--- src/rtl/cam_capture_pkg.sv ---
// Shared types and default widths for the camera DVP capture front end.
package cam_capture_pkg;

    localparam int unsigned DEF_DATA_W = 8;
    localparam int unsigned DEF_CNT_W  = 17;
    localparam int unsigned DEF_LINE_W = 11;

    localparam bit VSYNC_ACT_HIGH = 1'b1;
    localparam bit VSYNC_ACT_LOW  = 1'b0;

    typedef enum logic [1:0] {
        IDLE   = 2'd0,
        ARM    = 2'd1,
        SYNC   = 2'd2,
        ACTIVE = 2'd3
    } cap_state_e;

endpackage

--- src/rtl/cam_sync_edge.sv ---
// Registers one camera control pin and reports its active level plus rise/fall
// of that active level, relative to ACT_LEVEL polarity.
module cam_sync_edge #(
    parameter bit ACT_LEVEL = 1'b1
) (
    input  logic clk,
    input  logic reset_n,
    input  logic pin_i,
    output logic level_c_o,
    output logic rise_c_o,
    output logic fall_c_o
);

    logic s_q;
    logic p_q;

    // Reset to the inactive level so no edge is reported right after reset.
    always_ff @(posedge clk or negedge reset_n) begin
        if (!reset_n) begin
            s_q <= ~ACT_LEVEL;
            p_q <= ~ACT_LEVEL;
        end else begin
            s_q <= pin_i;
            p_q <= s_q;
        end
    end

    assign level_c_o = (s_q == ACT_LEVEL);
    assign rise_c_o  = (s_q == ACT_LEVEL) && (p_q != ACT_LEVEL);
    assign fall_c_o  = (s_q != ACT_LEVEL) && (p_q == ACT_LEVEL);

endmodule

--- src/rtl/cam_capture.sv ---
// Single-shot DVP frame capture with byte budget, feeding the frame dump buffer.
// Optional capture window enabled by defining CAM_CAPTURE_WINDOW_EN.
module cam_capture
    import cam_capture_pkg::*;
#(
    parameter int unsigned DATA_W    = DEF_DATA_W,
    parameter int unsigned CNT_W     = DEF_CNT_W,
    parameter int unsigned LINE_W    = DEF_LINE_W,
    parameter bit          VSYNC_POL = VSYNC_ACT_HIGH
) (
    input  logic              clk,
    input  logic              reset_n,
    input  logic              armStart,
    input  logic              abort,
    input  logic [CNT_W-1:0]  byteLimit,
    input  logic              camVsync,
    input  logic              camHref,
    input  logic [DATA_W-1:0] camData,
`ifdef CAM_CAPTURE_WINDOW_EN
    input  logic [CNT_W-1:0]  winXStart,
    input  logic [CNT_W-1:0]  winXEnd,
    input  logic [LINE_W-1:0] winYStart,
    input  logic [LINE_W-1:0] winYEnd,
`endif
    output logic              busy,
    output logic              frameStart,
    output logic              frameEnd,
    output logic              writeEn,
    output logic [DATA_W-1:0] writeData,
    output logic [CNT_W-1:0]  byteCount,
    output logic [LINE_W-1:0] lineCount,
    output logic              overflow
);

    cap_state_e        state_q, state_d;
    logic              busy_q, busy_d;
    logic              fs_q, fs_d;
    logic              fe_q, fe_d;
    logic              we_q, we_d;
    logic [DATA_W-1:0] wd_q, wd_d;
    logic [CNT_W-1:0]  bc_q, bc_d;
    logic [LINE_W-1:0] lc_q, lc_d;
    logic              ovf_q, ovf_d;
    logic [DATA_W-1:0] sD_q;

    logic vs_act, vs_rise, vs_fall;
    logic sH, href_rise, unused_href_fall;
    logic byte_ok;
    logic limit_hit;

    cam_sync_edge #(.ACT_LEVEL(VSYNC_POL)) u_vsync (
        .clk       (clk),
        .reset_n   (reset_n),
        .pin_i     (camVsync),
        .level_c_o (vs_act),
        .rise_c_o  (vs_rise),
        .fall_c_o  (vs_fall)
    );

    cam_sync_edge #(.ACT_LEVEL(1'b1)) u_href (
        .clk       (clk),
        .reset_n   (reset_n),
        .pin_i     (camHref),
        .level_c_o (sH),
        .rise_c_o  (href_rise),
        .fall_c_o  (unused_href_fall)
    );

    // Data rides alongside the HREF sample so byte and strobe stay aligned.
    always_ff @(posedge clk or negedge reset_n) begin
        if (!reset_n) sD_q <= '0;
        else          sD_q <= camData;
    end

    assign limit_hit = (byteLimit != '0) && (bc_q == byteLimit);

`ifdef CAM_CAPTURE_WINDOW_EN
    logic [CNT_W-1:0]  x_q, x_d, x_idx;
    logic [LINE_W-1:0] line_eff, y_idx;

    // Index of the byte currently in sD; a new line restarts at column 0.
    assign x_idx    = href_rise ? '0 : x_q;
    assign line_eff = (href_rise && (lc_q != '1)) ? lc_q + LINE_W'(1) : lc_q;
    assign y_idx    = line_eff - LINE_W'(1);
    assign byte_ok  = (x_idx >= winXStart) && (x_idx <= winXEnd) &&
                      (y_idx >= winYStart) && (y_idx <= winYEnd);

    always_comb begin
        x_d = x_q;
        if ((state_q == ACTIVE) && !abort && !vs_rise && sH)
            x_d = (x_idx == '1) ? x_idx : x_idx + CNT_W'(1);
    end

    always_ff @(posedge clk or negedge reset_n) begin
        if (!reset_n) x_q <= '0;
        else          x_q <= x_d;
    end
`else
    assign byte_ok = 1'b1;
`endif

    always_ff @(posedge clk or negedge reset_n) begin
        if (!reset_n) begin
            state_q <= IDLE;
            busy_q  <= 1'b0;
            fs_q    <= 1'b0;
            fe_q    <= 1'b0;
            we_q    <= 1'b0;
            wd_q    <= '0;
            bc_q    <= '0;
            lc_q    <= '0;
            ovf_q   <= 1'b0;
        end else begin
            state_q <= state_d;
            busy_q  <= busy_d;
            fs_q    <= fs_d;
            fe_q    <= fe_d;
            we_q    <= we_d;
            wd_q    <= wd_d;
            bc_q    <= bc_d;
            lc_q    <= lc_d;
            ovf_q   <= ovf_d;
        end
    end

    always_comb begin
        state_d = state_q;
        busy_d  = busy_q;
        fs_d    = 1'b0;
        fe_d    = 1'b0;
        we_d    = 1'b0;
        wd_d    = wd_q;
        bc_d    = bc_q;
        lc_d    = lc_q;
        ovf_d   = ovf_q;

        if (abort) begin
            state_d = IDLE;
            busy_d  = 1'b0;
        end else begin
            case (state_q)
                IDLE: begin
                    if (armStart) begin
                        state_d = ARM;
                        busy_d  = 1'b1;
                        bc_d    = '0;
                        lc_d    = '0;
                        ovf_d   = 1'b0;
                    end
                end
                ARM: begin
                    if (vs_act) state_d = SYNC;
                end
                SYNC: begin
                    if (vs_fall) begin
                        state_d = ACTIVE;
                        fs_d    = 1'b1;
                    end
                end
                ACTIVE: begin
                    // A byte coinciding with the closing VSYNC edge is dropped.
                    if (vs_rise) begin
                        state_d = IDLE;
                        fe_d    = 1'b1;
                        busy_d  = 1'b0;
                    end else begin
                        if (href_rise && (lc_q != '1)) lc_d = lc_q + LINE_W'(1);
                        if (sH && byte_ok) begin
                            if (limit_hit) begin
                                ovf_d = 1'b1;
                            end else begin
                                we_d = 1'b1;
                                wd_d = sD_q;
                                if (bc_q != '1) bc_d = bc_q + CNT_W'(1);
                            end
                        end
                    end
                end
                default: state_d = IDLE;
            endcase
        end
    end

    assign busy       = busy_q;
    assign frameStart = fs_q;
    assign frameEnd   = fe_q;
    assign writeEn    = we_q;
    assign writeData  = wd_q;
    assign byteCount  = bc_q;
    assign lineCount  = lc_q;
    assign overflow   = ovf_q;

endmodule

--- config.mk ---
export PLATFORM = sky130hd
export DESIGN_NAME = cam_capture
export DESIGN_NICKNAME = d
export VERILOG_FILES = /design/src/rtl/cam_capture_pkg.sv /design/src/rtl/cam_sync_edge.sv /design/src/rtl/cam_capture.sv
export SDC_FILE = /design/constraint.sdc
export NUM_CORES = 1
export LEC_CHECK = 0
export ABC_CLOCK_PERIOD_IN_PS = 4100
export CORE_UTILIZATION = 37
export CTS_CLUSTER_DIAMETER = 30
export CTS_CLUSTER_SIZE = 40
export DETAILED_ROUTE_END_ITERATION = 7
export GPL_TIMING_DRIVEN = 0
export PLACE_DENSITY_LB_ADDON = 0.1
export SYNTH_ARGS = -nofsm -noshare
export SYNTH_HDL_FRONTEND = slang
export SYNTH_SLANG_ARGS = --single-unit
--- constraint.sdc ---
create_clock -name clk -period 4.1 [get_ports clk]
set_clock_uncertainty 0.05 [all_clocks]
set_input_delay 0.615 -clock clk [delete_from_list [all_inputs] [get_ports clk]]
set_output_delay 0.615 -clock clk [all_outputs]
set_load 0.005 [all_outputs]
==> impl_metrics.py, run 1 <==
metrics = {
    "die": {
        "initial_core_util_pct": 38.2,
        "ioPinCount": 72,
        "core_area_mm2": 0.00769,
        "die_y_um": 91.1,
        "rows": 32,
        "die_area_mm2": 0.00830,
        "die_w_um": 91.1,
    },
    "place": {
        "placedCellCount": 461,
        "gp_congestion": 0.796,
        "placement.io_buffers": 71,
        "dp_hpwl_um": 5060,
    },
    "worst_setup_path": {
        "r2r_slack_ns": 1.23,
        "r2r_cells": 9,
        "crit_arrival_ns": 3.05,
        "critical_path.max_fanout": 7,
        "worstPathCellList": "ha_1 -> and2_0 -> and4_1 -> ha_1 -> nor2b_1 -> and4_1 -> nand2_1 -> a2111oi_0 -> mux2i_1",
        "slowest_delay_ns": 0.55,
        "reg2reg_to": "byteCount[11]",
        "critical_path_class": "flip-flop to flip-flop",
        "cp_slowest_cell": "a2111oi_0",
        "r2r-start": "byteCount[0]",
        "cp-start-kind": "flip-flop",
        "startpoint": "byteCount[0]",
        "critPathBufInv": 0,
        "cp.required_ns": 4.29,
        "worst_setup_path_end_kind": "flip-flop",
        "crit_family": "simple AND/OR/NAND/NOR gates",
    },
    "route": {
        "viasPerCell": 5.22,
        "drt-pass1-iter-count": 4,
        "vias": 2449,
        "wl_per_cell_um": 15.0,
        "drc": 0,
        "drt-initial-drc-count": 115,
        "routed_wirelength_um": 7030,
        "ant_nets": 0,
    },
    "clock_tree": {
        "cts_made_buffers": 5,
        "cts_buffer_depth": 2,
        "cts_tree": "built",
        "path_clk_slew_ns": 0.11,
        "cts_resized": 0,
        "htreeDepth": 2,
        "clk_latency_ns": 0.32,
        "cts.sink_count": 55,
        "clock-root-buffer": "clkbuf_8",
        "holdBufCountCts": 0,
        "cts_setup_buffers": 0,
    },
    "global_routing": {
        "antenna_found_initial": 0,
        "grt_max_degree": 30,
        "grt_pass1_wl_um": 11700,
        "grtUsageTotal_pct": 17.6,
        "grt_pass1_vias": 2348,
        "grt-ovfl-total": 0,
    },
    "timing": {
        "fin_crit_sh_pct": 69.9,
        "finalHoldViolCount": 0,
        "maxSlewViolCount": 0,
        "rsz0062_at_grt": "no",
        "setup_viol_count_final": 0,
        "max_freq_ghz": 0.349,
        "setup_tns_ns": 0,
        "max_slew_margin_pct": 52.1,
        "layout_min_cycle_time_ns": 2.87,
        "tightest_slew_ns": 0.716,
    },
    "final_layout": {
        "syn2layout_area_growth_pct": 33.1,
        "fillers": 753,
        "drive_gt1_share_pct": 8.17,
        "multiInputGateArea_mm2": 0.00150,
        "utilization_pct": 50.8,
        "final_net_count": 404,
        "final_cells": 469,
        "antenna_cells": 0,
        "final-seq-area_mm2": 0.00138,
    },
    "power_and_ir_drop": {
        "vdd_drop_max_v": 0.000212,
        "power_leakage_nw": 1.56,
        "powerDensity_mw_per_mm2": 358,
    },
    "logic_synthesis": {
        "async_flop_share_pct": 100,
        "yosysSeqAreaShare_pct": 46.9,
        "synth_top_area_share_pct": 46.9,
        "synth_area_leader_cell": "dfrtp_1",
        "synthCells": 287,
        "yosysWarnings": 0,
        "ys.flop_type": "dfrtp_1",
        "ys_ff_latch": 55,
        "syn_avg_cell_area_um2": 10.2,
        "yosysUniqueCellTypes": 48,
        "synth_edf_count": 0,
        "netlist_area_mm2": 0.00294,
        "syn_nets": 325,
        "synth.area.top_cells": "dfrtp_1, xnor2_1, mux2i_1",
    },
    "job": {
        "maxCapViolCount": 0,
    },
    "hold_path": {
        "hold_path.class": "input port to asynchronous set/reset pin",
    },
    "status": {
        "outcome": "completed",
    },
}
## flip-flops by register name, summed over array words and instances (netlist names)
register / count
busy: 1
byteCount: 17
frameEnd: 1
frameStart: 1
lineCount: 11
overflow: 1
sD_q: 8
state_q: 2
u_href.level_c_o: 1
u_href.p_q: 1
u_vsync.level_c_o: 1
u_vsync.p_q: 1
writeData: 8
writeEn: 1
## worst max-delay path by stage
stage                     slack, ns             to  cells after the start
final                          1.23  byteCount[11]                      9
after global routing           0.98  byteCount[11]                      9
after CTS                      1.24  byteCount[11]                      9
after detailed placement       1.16   writeData[6]                      6
after global placement         0.55   byteCount[5]                      1
after floorplan                1.67  byteCount[12]                      9
## report_power, final
group	total (W)	switching [W]	internal (W)	leakage, nW
Sequential	0.000612	0.0000284	0.000583	0.734
Clock	0.000384	0.000186	0.000198	0.0612
Combinational	0.000402	0.000220	0.000182	0.765
## cell type report
cell class                      count  area share [%]
Timing Repair Buffer               72            18.6
Multi-Input combinational cell    217            38.3
Sequential cell                    55            35.2
Inverter                            4           0.384
Buffer                             11            1.25
Clock inverter                      2           0.897
Clock buffer                        6            2.11
Tap cell                          102            3.27
## per-stage QoR
stage	setup WS [ns]	hold slack [ns]	cell area, µm²	power, W
floorplan	1.67	0.269	2940	0.000854
global placement	0.553	0.371	3770	0.00102
detailed placement	1.16	0.395	3790	0.00103
CTS	1.24	0.294	3910	0.00142
global route	0.979	0.327	3910	0.00148
finish	1.23	0.271	3910	0.00140
## placed cells by master, fill, tap and decap left out, types with 4 or more instances in the layout
master	instances
a21oi_1	14
and4_1	5
clkbuf_1	4
clkbuf_8	6
clkdlybuf4s50_1	70
dfrtp_1	55
ha_1	7
inv_1	4
mux2_2	8
mux2i_1	16
nand2_1	29
nand2b_1	17
nand3_1	17
nand4_1	12
nor2_1	15
nor4_1	11
xnor2_1	24
## cells by family after synthesis
logic type                 share of synthesized area (%)
AOI/OAI and AO/OA                                   8.01
xor gates and xnor gates                            7.46
adders and majority gates                           2.98
buffers and inverters                               2.17
DFF                                                 46.9
muxes                                               8.52
and+or+nand+nor                                     24.0
## per-layer routing
layer | GRT usage [%] | share of wire (%)
met1 | 24.8 | 49
met2 | 27.5 | 45
met3 | 4.19 | 5.3
met4 | 3.57 | 0.75
met5 | 0 | 0
## worst reg2reg max path, stage by stage (launching register included)
cell,delay [ns]
dfrtp_1,0.49
ha_1,0.25
and2_0,0.25
and4_1,0.26
ha_1,0.19
nor2b_1,0.11
and4_1,0.30
nand2_1,0.11
a2111oi_0,0.55
mux2i_1,0.24
## synth_stat cells (all sizes together) (3+ instances only)
library cell and instances:
xnor2 24, ha 7, o21ai 4, and4 5
mux2i 16, nor2 15, a21oi 15, nor4 12
nand3 17, clkbuf 5, and2 3, nor2b 3
dfrtp 55, nand4 13, a2111oi 3, mux2 8
inv 4, nand2b 17, buf 6, nand2 29
(Power assumes the default switching activity.)
==> inputs of run 2 (changes only) <==
Settings changed: ABC_CLOCK_PERIOD_IN_PS 4100 to 2550.
Clock period 4.1 ns to 2.55 ns, I/O delays scaled along.
==> run 2 against run 1 <==
Effect of this change:
- clock-buffer cell count did not move
- largest cell class unchanged
- global-route usage rose by 0.34 points
- first-iteration DRC count fell by 14%
- cell count rose by 1.3%
- critical path type unchanged
- flip-flop and latch count did not move
- fmax rose by 19%
- largest power group unchanged
- core utilization rose by 1.8 points
- critical path depth rose by 1
- clock power rose by 62%
- via count rose by 0.86%
==> impl_metrics.py, run 2 (synthesis gave the netlist of run 1 again) <==
metrics = {
    "worst_setup_path": {
        "slowest_delay_ns": 0.49,
        "crit_arrival_ns": 2.59,
        "r2r_slack_ns": 0.15,
        "worst_setup_path_end_kind": "flip-flop",
        "reg2reg_to": "byteCount[15]",
        "crit_family": "simple AND/OR/NAND/NOR gates",
        "r2r_cells": 10,
        "critPathBufInv": 1,
        "critical_path_class": "flip-flop to flip-flop",
        "cp_slowest_cell": "dfrtp_1",
        "cp-start-kind": "flip-flop",
        "crit_cells": 10,
        "cp.required_ns": 2.74,
        "worstPathCellList": "nand3_2 -> nor2_1 -> and4_1 -> ha_1 -> nor2b_1 -> and4_4 -> clkbuf_4 -> nand4_1 -> a21oi_1 -> mux2i_1",
        "r2r-start": "byteCount[8]",
        "critical_path.max_fanout": 10,
    },
    "route": {
        "viasPerCell": 5.20,
        "drc": 0,
        "vias": 2470,
        "wl_per_cell_um": 14.9,
        "routed_wirelength_um": 7080,
        "drt-initial-drc-count": 99,
        "ant_nets": 0,
        "drt-pass1-iter-count": 4,
    },
    "final_layout": {
        "final_net_count": 410,
        "antenna_cells": 0,
        "utilization_pct": 52.7,
        "final_common_cell": "clkdlybuf4s50_1",
        "mostFrequentLayoutCells": "clkdlybuf4s50_1, dfrtp_1, nand2_1, xnor2_1, nand2b_1",
        "largest_reg_flops": 17,
        "syn2layout_area_growth_pct": 37.9,
        "fillers": 732,
        "drive_gt1_share_pct": 13.1,
    },
    "global_routing": {
        "grt_pass1_wl_um": 12000,
        "grt-ovfl-total": 0,
        "grt_max_degree": 30,
        "grt_pass1_vias": 2393,
        "grtUsageTotal_pct": 17.9,
        "antenna_found_initial": 0,
    },
    "timing": {
        "tightest_slew_ns": 0.721,
        "maxSlewViolCount": 0,
        "fin_crit_sh_pct": 94.1,
        "final.setup.worst_slack_ns": 0.152,
        "rsz0062_at_grt": "no",
        "layout_min_cycle_time_ns": 2.40,
        "max_slew_margin_pct": 51.7,
        "setup_viol_count_final": 0,
        "max_freq_ghz": 0.417,
        "whs_ns": 0.0429,
        "setup_tns_ns": 0,
        "finalHoldViolCount": 0,
    },
    "die": {
        "rows": 32,
        "die_y_um": 91.1,
        "core_area_mm2": 0.00769,
        "initial_core_util_pct": 38.2,
        "ioPinCount": 72,
        "die_area_mm2": 0.00830,
        "die_w_um": 91.1,
    },
    "power_and_ir_drop": {
        "vdd_drop_max_v": 0.000343,
        "power_leakage_nw": 1.62,
        "powerDensity_mw_per_mm2": 557,
    },
    "clock_tree": {
        "cts.sink_count": 55,
        "cts_made_buffers": 5,
        "clk_latency_ns": 0.31,
        "cts_tree": "built",
        "path_clk_slew_ns": 0.11,
        "htreeDepth": 2,
        "cts_buffer_depth": 2,
        "clock-root-buffer": "clkbuf_8",
    },
    "place": {
        "gp_congestion": 0.796,
        "dp_hpwl_um": 5060,
        "placement.io_buffers": 71,
        "place_ws_ns": -0.278,
    },
    "hold_path": {
        "hold_path.class": "input port to asynchronous set/reset pin",
    },
    "job": {
        "maxCapViolCount": 0,
    },
    "status": {
        "outcome": "completed",
    },
}
[run 2: through the flow]
stage / total power (W) / std cells / instance area (µm²)
floorplan: 0.00137 / 287 / 2940
global placement: 0.00164 / 460 / 3770
detailed placement: 0.00165 / 461 / 3790
CTS: 0.00229 / 470 / 3990
global route: 0.00240 / 475 / 4050
finish: 0.00225 / 475 / 4050
[run 2: what timing repair did]
action / 4_1_cts / 5_1_grt
endpoints found under the setup margin: 16 / 22
pin swaps: 0 / 3
hold buffers: 0 / 0
buffers inserted: 1 / 6
gates resized for setup: 20 / 5
[run 2: routing by layer]
layer | global-route usage, % | vias up | share of wire (%) | wire [µm]
met2 | 28.5 | 64 | 46 | 3280
met1 | 24.7 | 1200 | 48 | 3360
met5 | 0 | - | 0 | 0
met4 | 3.57 | 0 | 0.65 | 46
met3 | 4.44 | 4 | 5.5 | 391
li1 | - | 1202 | - | -
[run 2: report_power, final]
| group | switching [W] | leakage [nW] | total (W) | internal, W |
|---|---|---|---|---|
| combinational | 0.000354 | 0.827 | 0.000652 | 0.000298 |
| clock | 0.000303 | 0.0612 | 0.000621 | 0.000319 |
| sequential | 0.0000428 | 0.729 | 0.000981 | 0.000938 |
[run 2: area by class of cell]
| class | count | area (µm²) | area share, % |
|---|---|---|---|
| sequential | 55 | 1380 | 34.1 |
| inverter | 4 | 15.0 | 0.371 |
| multi-input combinational | 217 | 1580 | 39.1 |
| buffer | 10 | 48.8 | 1.21 |
| tap | 102 | 128 | 3.15 |
| clock inverter | 2 | 35.0 | 0.865 |
| clock buffer | 6 | 82.6 | 2.04 |
| timing repair buffer | 79 | 778 | 19.2 |
[run 2: worst max-delay path by stage]
| stage | from | endpoint | slack, ns |
|---|---|---|---|
| 3_5_place_dp | byteCount[0] | byteCount[11] | -0.28 |
| 3_3_place_gp | reset_n | byteCount[5] | -0.76 |
| 5_1_grt | byteCount[0] | byteCount[5] | 0.008 |
| 6_report | byteCount[8] | byteCount[15] | 0.15 |
| 2_1_floorplan | byteCount[0] | byteCount[12] | 0.12 |
| 4_1_cts | byteCount[1] | byteCount[12] | 0.02 |
==> inputs of run 3 (changes only) <==
Settings changed: ABC_CLOCK_PERIOD_IN_PS 2550 to 2380.
Clock period 2.55 ns to 2.38 ns, I/O delays scaled along.
==> run 3 against run 2 <==
Effect of this change:
- first-iteration DRC count increased by 43%
- combinational power increased by 13%
- flip-flop and latch count is the same
- wire length is 3.8% higher
- clock power is 9.2% higher
- total power grew 9.5%
- highest routed layer unchanged
- hold slack worse by 0.033 ns
- cell count shrank 0.21%
- sequential power increased by 7%
- register-to-register slack worse by 0.05 ns
- global-route usage grew 0.26 points
- clock-buffer cell count unchanged
==> impl_metrics.py, run 3 (synthesis gave the netlist of run 1 again) <==
metrics = {
    "status": {
        "outcome": "completed",
    },
    "route": {
        "wl_per_cell_um": 15.5,
        "viasPerCell": 5.27,
        "vias": 2500,
        "drc": 0,
        "drt-initial-drc-count": 142,
        "ant_nets": 0,
        "drt-pass1-iter-count": 6,
        "routed_wirelength_um": 7350,
    },
    "global_routing": {
        "met1_usage_pct": 25.7,
        "grt-ovfl-total": 0,
        "grtUsageTotal_pct": 18.2,
        "gr-usage-met2_pct": 28.5,
        "grt_max_degree": 30,
        "grt_pass1_wl_um": 12100,
        "grt_pass1_vias": 2376,
        "antenna_found_initial": 0,
        "grtUsageMet3_pct": 3.94,
        "busiest_layer": "met2",
    },
    "clock_tree": {
        "cts.sink_count": 55,
        "htreeDepth": 2,
        "cts_tree": "built",
        "holdBufCountCts": 0,
        "cts_made_buffers": 5,
        "path_clk_slew_ns": 0.11,
        "clock-root-buffer": "clkbuf_8",
        "clk_latency_ns": 0.32,
        "cts_buffer_depth": 2,
    },
    "final_layout": {
        "final_common_cell": "clkdlybuf4s50_1",
        "antenna_cells": 0,
        "final_area_mm2": 0.00412,
        "utilization_pct": 53.6,
        "mostFrequentLayoutCells": "clkdlybuf4s50_1, dfrtp_1, nand2_1, xnor2_1, nand2b_1",
        "largest_reg_flops": 17,
        "drive_gt1_share_pct": 15.3,
        "syn2layout_area_growth_pct": 40.4,
        "final_net_count": 409,
    },
    "timing": {
        "max_slew_margin_pct": 54.2,
        "finalHoldViolCount": 0,
        "max_freq_ghz": 0.434,
        "setup_tns_ns": 0,
        "tightest_slew_ns": 0.685,
        "setup_viol_count_final": 0,
        "maxSlewViolCount": 0,
        "fin_crit_sh_pct": 96.8,
        "layout_min_cycle_time_ns": 2.30,
    },
    "place": {
        "dp_hpwl_um": 5160,
        "placement.io_buffers": 71,
        "post_dp_cell_area_mm2": 0.00379,
        "gp_congestion": 0.800,
    },
    "die": {
        "ioPinCount": 72,
        "die_w_um": 91.1,
        "die_y_um": 91.1,
        "die_area_mm2": 0.00830,
        "rows": 32,
        "core_area_mm2": 0.00769,
        "initial_core_util_pct": 38.2,
    },
    "power_and_ir_drop": {
        "power.total_w": 0.00247,
        "vdd_drop_max_v": 0.000302,
        "power_leakage_nw": 1.61,
        "powerDensity_mw_per_mm2": 598,
    },
    "worst_setup_path": {
        "r2r-start": "byteCount[0]",
        "reg2reg_to": "byteCount[3]",
        "r2r_slack_ns": 0.10,
        "startpoint": "byteLimit[8]",
        "crit_arrival_ns": 2.50,
        "cp-endpoint": "byteCount[3]",
        "critical_path.max_fanout": 10,
        "r2r_cells": 10,
        "cp.required_ns": 2.57,
        "worst_setup_path_end_kind": "flip-flop",
        "cp-start-kind": "input port",
        "critical_path_class": "input port to flip-flop",
    },
    "job": {
        "maxCapViolCount": 0,
    },
    "hold_path": {
        "hold_path.class": "input port to asynchronous set/reset pin",
    },
}
## run 3: metrics by stage
step	worst slack, ns	hold WS, ns	instances
after global placement	-0.891	0.371	460
final	0.0755	0.0101	474
after CTS	0.0164	0.0230	473
after floorplan	-0.0150	0.0114	287
after detailed placement	-0.397	0.375	461
after global routing	-0.00679	0.0399	474
## run 3: report_power, final
| group | switching [W] | internal (W) | leakage [nW] | total, W |
|---|---|---|---|---|
| Sequential | 0.0000497 | 0.00101 | 0.728 | 0.00105 |
| Clock | 0.000331 | 0.000347 | 0.0618 | 0.000678 |
| Combinational | 0.000391 | 0.000343 | 0.822 | 0.000734 |
## run 3: per-layer routing
metal  wire length (µm)  share of wire [%]
met5                  0                  0
met4                 65               0.88
met3                379                5.2
met2               3470                 47
met1               3430                 47
## run 3: how the worst min path moves through the flow
stage | start | to
final | reset_n | state_q[0]
after global routing | reset_n | state_q[0]
after CTS | reset_n | state_q[0]
after detailed placement | reset_n | state_q[0]
after global placement | u_href.level_c_o | u_href.p_q
after floorplan | reset_n | busy
## run 3: worst max-delay path, stage by stage
cell             delay [ns]
clkdlybuf4s50_1        0.45
nor4_1                 0.44
a41o_1                 0.27
o21ai_4                0.15
clkbuf_1               0.32
a21oi_1                0.28
mux2i_1                0.21
## run 3: repair_timing
item                       CTS  global route
buffers inserted             5             0
pin swaps                    4             5
gates cloned                 0             1
setup endpoints to repair   17            17
resized for setup           23            13
## run 3: cell type report
| type | count | area, µm² |
|---|---|---|
| sequential | 55 | 1380 |
| fill | 714 | 3560 |
| inverter | 4 | 15.0 |
| multi-input combinational | 217 | 1630 |
| timing repair buffer | 78 | 788 |
| clock inverter | 2 | 38.8 |
| buffer | 10 | 56.3 |
| tap | 102 | 128 |
| clock buffer | 6 | 82.6 |
==> RTL edit, RTL diff (config.mk and constraints of run 2) <==
`DEF_DATA_W`: 8 -> 12.
--- a/src/rtl/cam_capture_pkg.sv
+++ b/src/rtl/cam_capture_pkg.sv
@@ -3,3 +3,3 @@
 
-    localparam int unsigned DEF_DATA_W = 8;
+    localparam int unsigned DEF_DATA_W = 12;
     localparam int unsigned DEF_CNT_W  = 17;
Interface: changed (resized camData and writeData); port bits go from 72 to 80. No check against the original RTL was run, so the function may have changed too.
==> RTL edit against run 2 <==
  * The flow now finishes with violations (negative setup slack)
  * Wire length is 4.9% higher
  * Synthesized cell count is 4.5% lower
  * Via count is 0.36% higher
  * Synthesized area is 1.0% higher
  * Sequential cell count is 8 higher
  * Highest routed layer unchanged
  * Final area is 7.0% higher
  * First-iteration DRC count is 6.1% lower
  * Worst setup slack worse by 0.32 ns
  * Die area is 1.0% higher
  * Total power is 27% higher
  * Non-clock buffer count is 11 higher
==> RTL edit: results (changes against run 2) <==
| Metric | Value |
|---|---|
| Failing checks | `negative setup slack` |
| HPWL Detailed | `4.86 mm (-4.0%)` |
| Total track usage | `0.188 (+0.00889)` |
| Reg2reg start | `byteCount[3]$_DFFE_PN0P_` |
| Status | `complete, but fails checks` |
| Slew at the pin closest to its max-slew limit | `0.925 ns (+0.203 ns)` |
| PortBufs | `79 (+11%)` |
| Synth Area in Adders | `0.0295 (-0.000302)` |
| Cell Area, Placed | `0.00391 sq mm (+3.0%)` |
| Total length of routed met3 wires | `464 um (+19%)` |
| Vias in the first global route | `2439 (+1.9%)` |
| Setup_tns | `-1.67 ns (-1.67 ns)` |
| Worst path slowest cell | `dfrtp_2` |
| Clock Latency Late Sink | `0.34 ns (+0.03 ns)` |
| Final worst setup slack | `-0.169 ns (-0.320 ns)` |
| FILL cells | `669 (-8.6%)` |
| Met2 usage | `0.293 (+0.00788)` |
| Most instantiated cells after synthesis | `dfrtp_1, xor2_1, a21oi_1, nor2_1, nand3_1` |
| Clock network fraction of design power | `0.335 (+0.059)` |
| Layout cell share with drive strength beyond 1 | `0.204 (+0.0723)` |
| Finish-stage setup viols | `13 (+13)` |
| RePlAce Congestion | `0.751 (-5.7%)` |
| Worst-path fanout max | `6 (-4)` |
| Sw Pwr | `0.812 mW (+16%)` |
| Post-CTS setup buffer count | `8 (+7)` |
| Global-route wire length before repair | `12.0 mm (-0.29%)` |
| Largest net degree at the start of global routing | `64 (+110%)` |
| Pwr dens | `661 mW/mm^2 (+19%)` |
| NumNets Final | `420 (+2.4%)` |
| Post-CTS Resized | `13 (-35%)` |
| Reg area | `0.00158 sq mm (+15%)` |
| Wire per inst | `15.3 um (+2.8%)` |
| Worst Reg-to-Reg Cells | `13 (+3)` |
| Syn Nets | `316 (-2.8%)` |
| Top cells by area, synth | `dfrtp_1, xor2_1, mux2_2` |
-- RTL edit: changes by cell type in the layout (fill, tap and decap cells not counted), moves of 6 or more --
| cell | before | now |
|---|---|---|
| clkdlybuf4s50_1 | 70 | 78 |
| dfrtp_1 | 52 | 59 |
| inv_1 | 4 | 11 |
| mux2i_1 | 16 | 1 |
| nand2_1 | 28 | 13 |
| nand2b_1 | 17 | 2 |
| nand4_1 | 12 | 5 |
| nor4_1 | 11 | 5 |
| o21ai_0 | 3 | 9 |
| or3_1 | 0 | 10 |
| xnor2_1 | 24 | 3 |
| xor2_1 | 1 | 23 |
-- RTL edit: final cells by class --
type | instances | share of cell area
clock inverters | 7 | 0.0225
multi-input cells | 193 | 0.327
repair buffers | 93 | 0.206
plain buffers | 7 | 0.0116
inverters | 11 | 0.00953
clock buffers | 9 | 0.0286
flip-flops and latches | 63 | 0.365
well taps | 102 | 0.0295
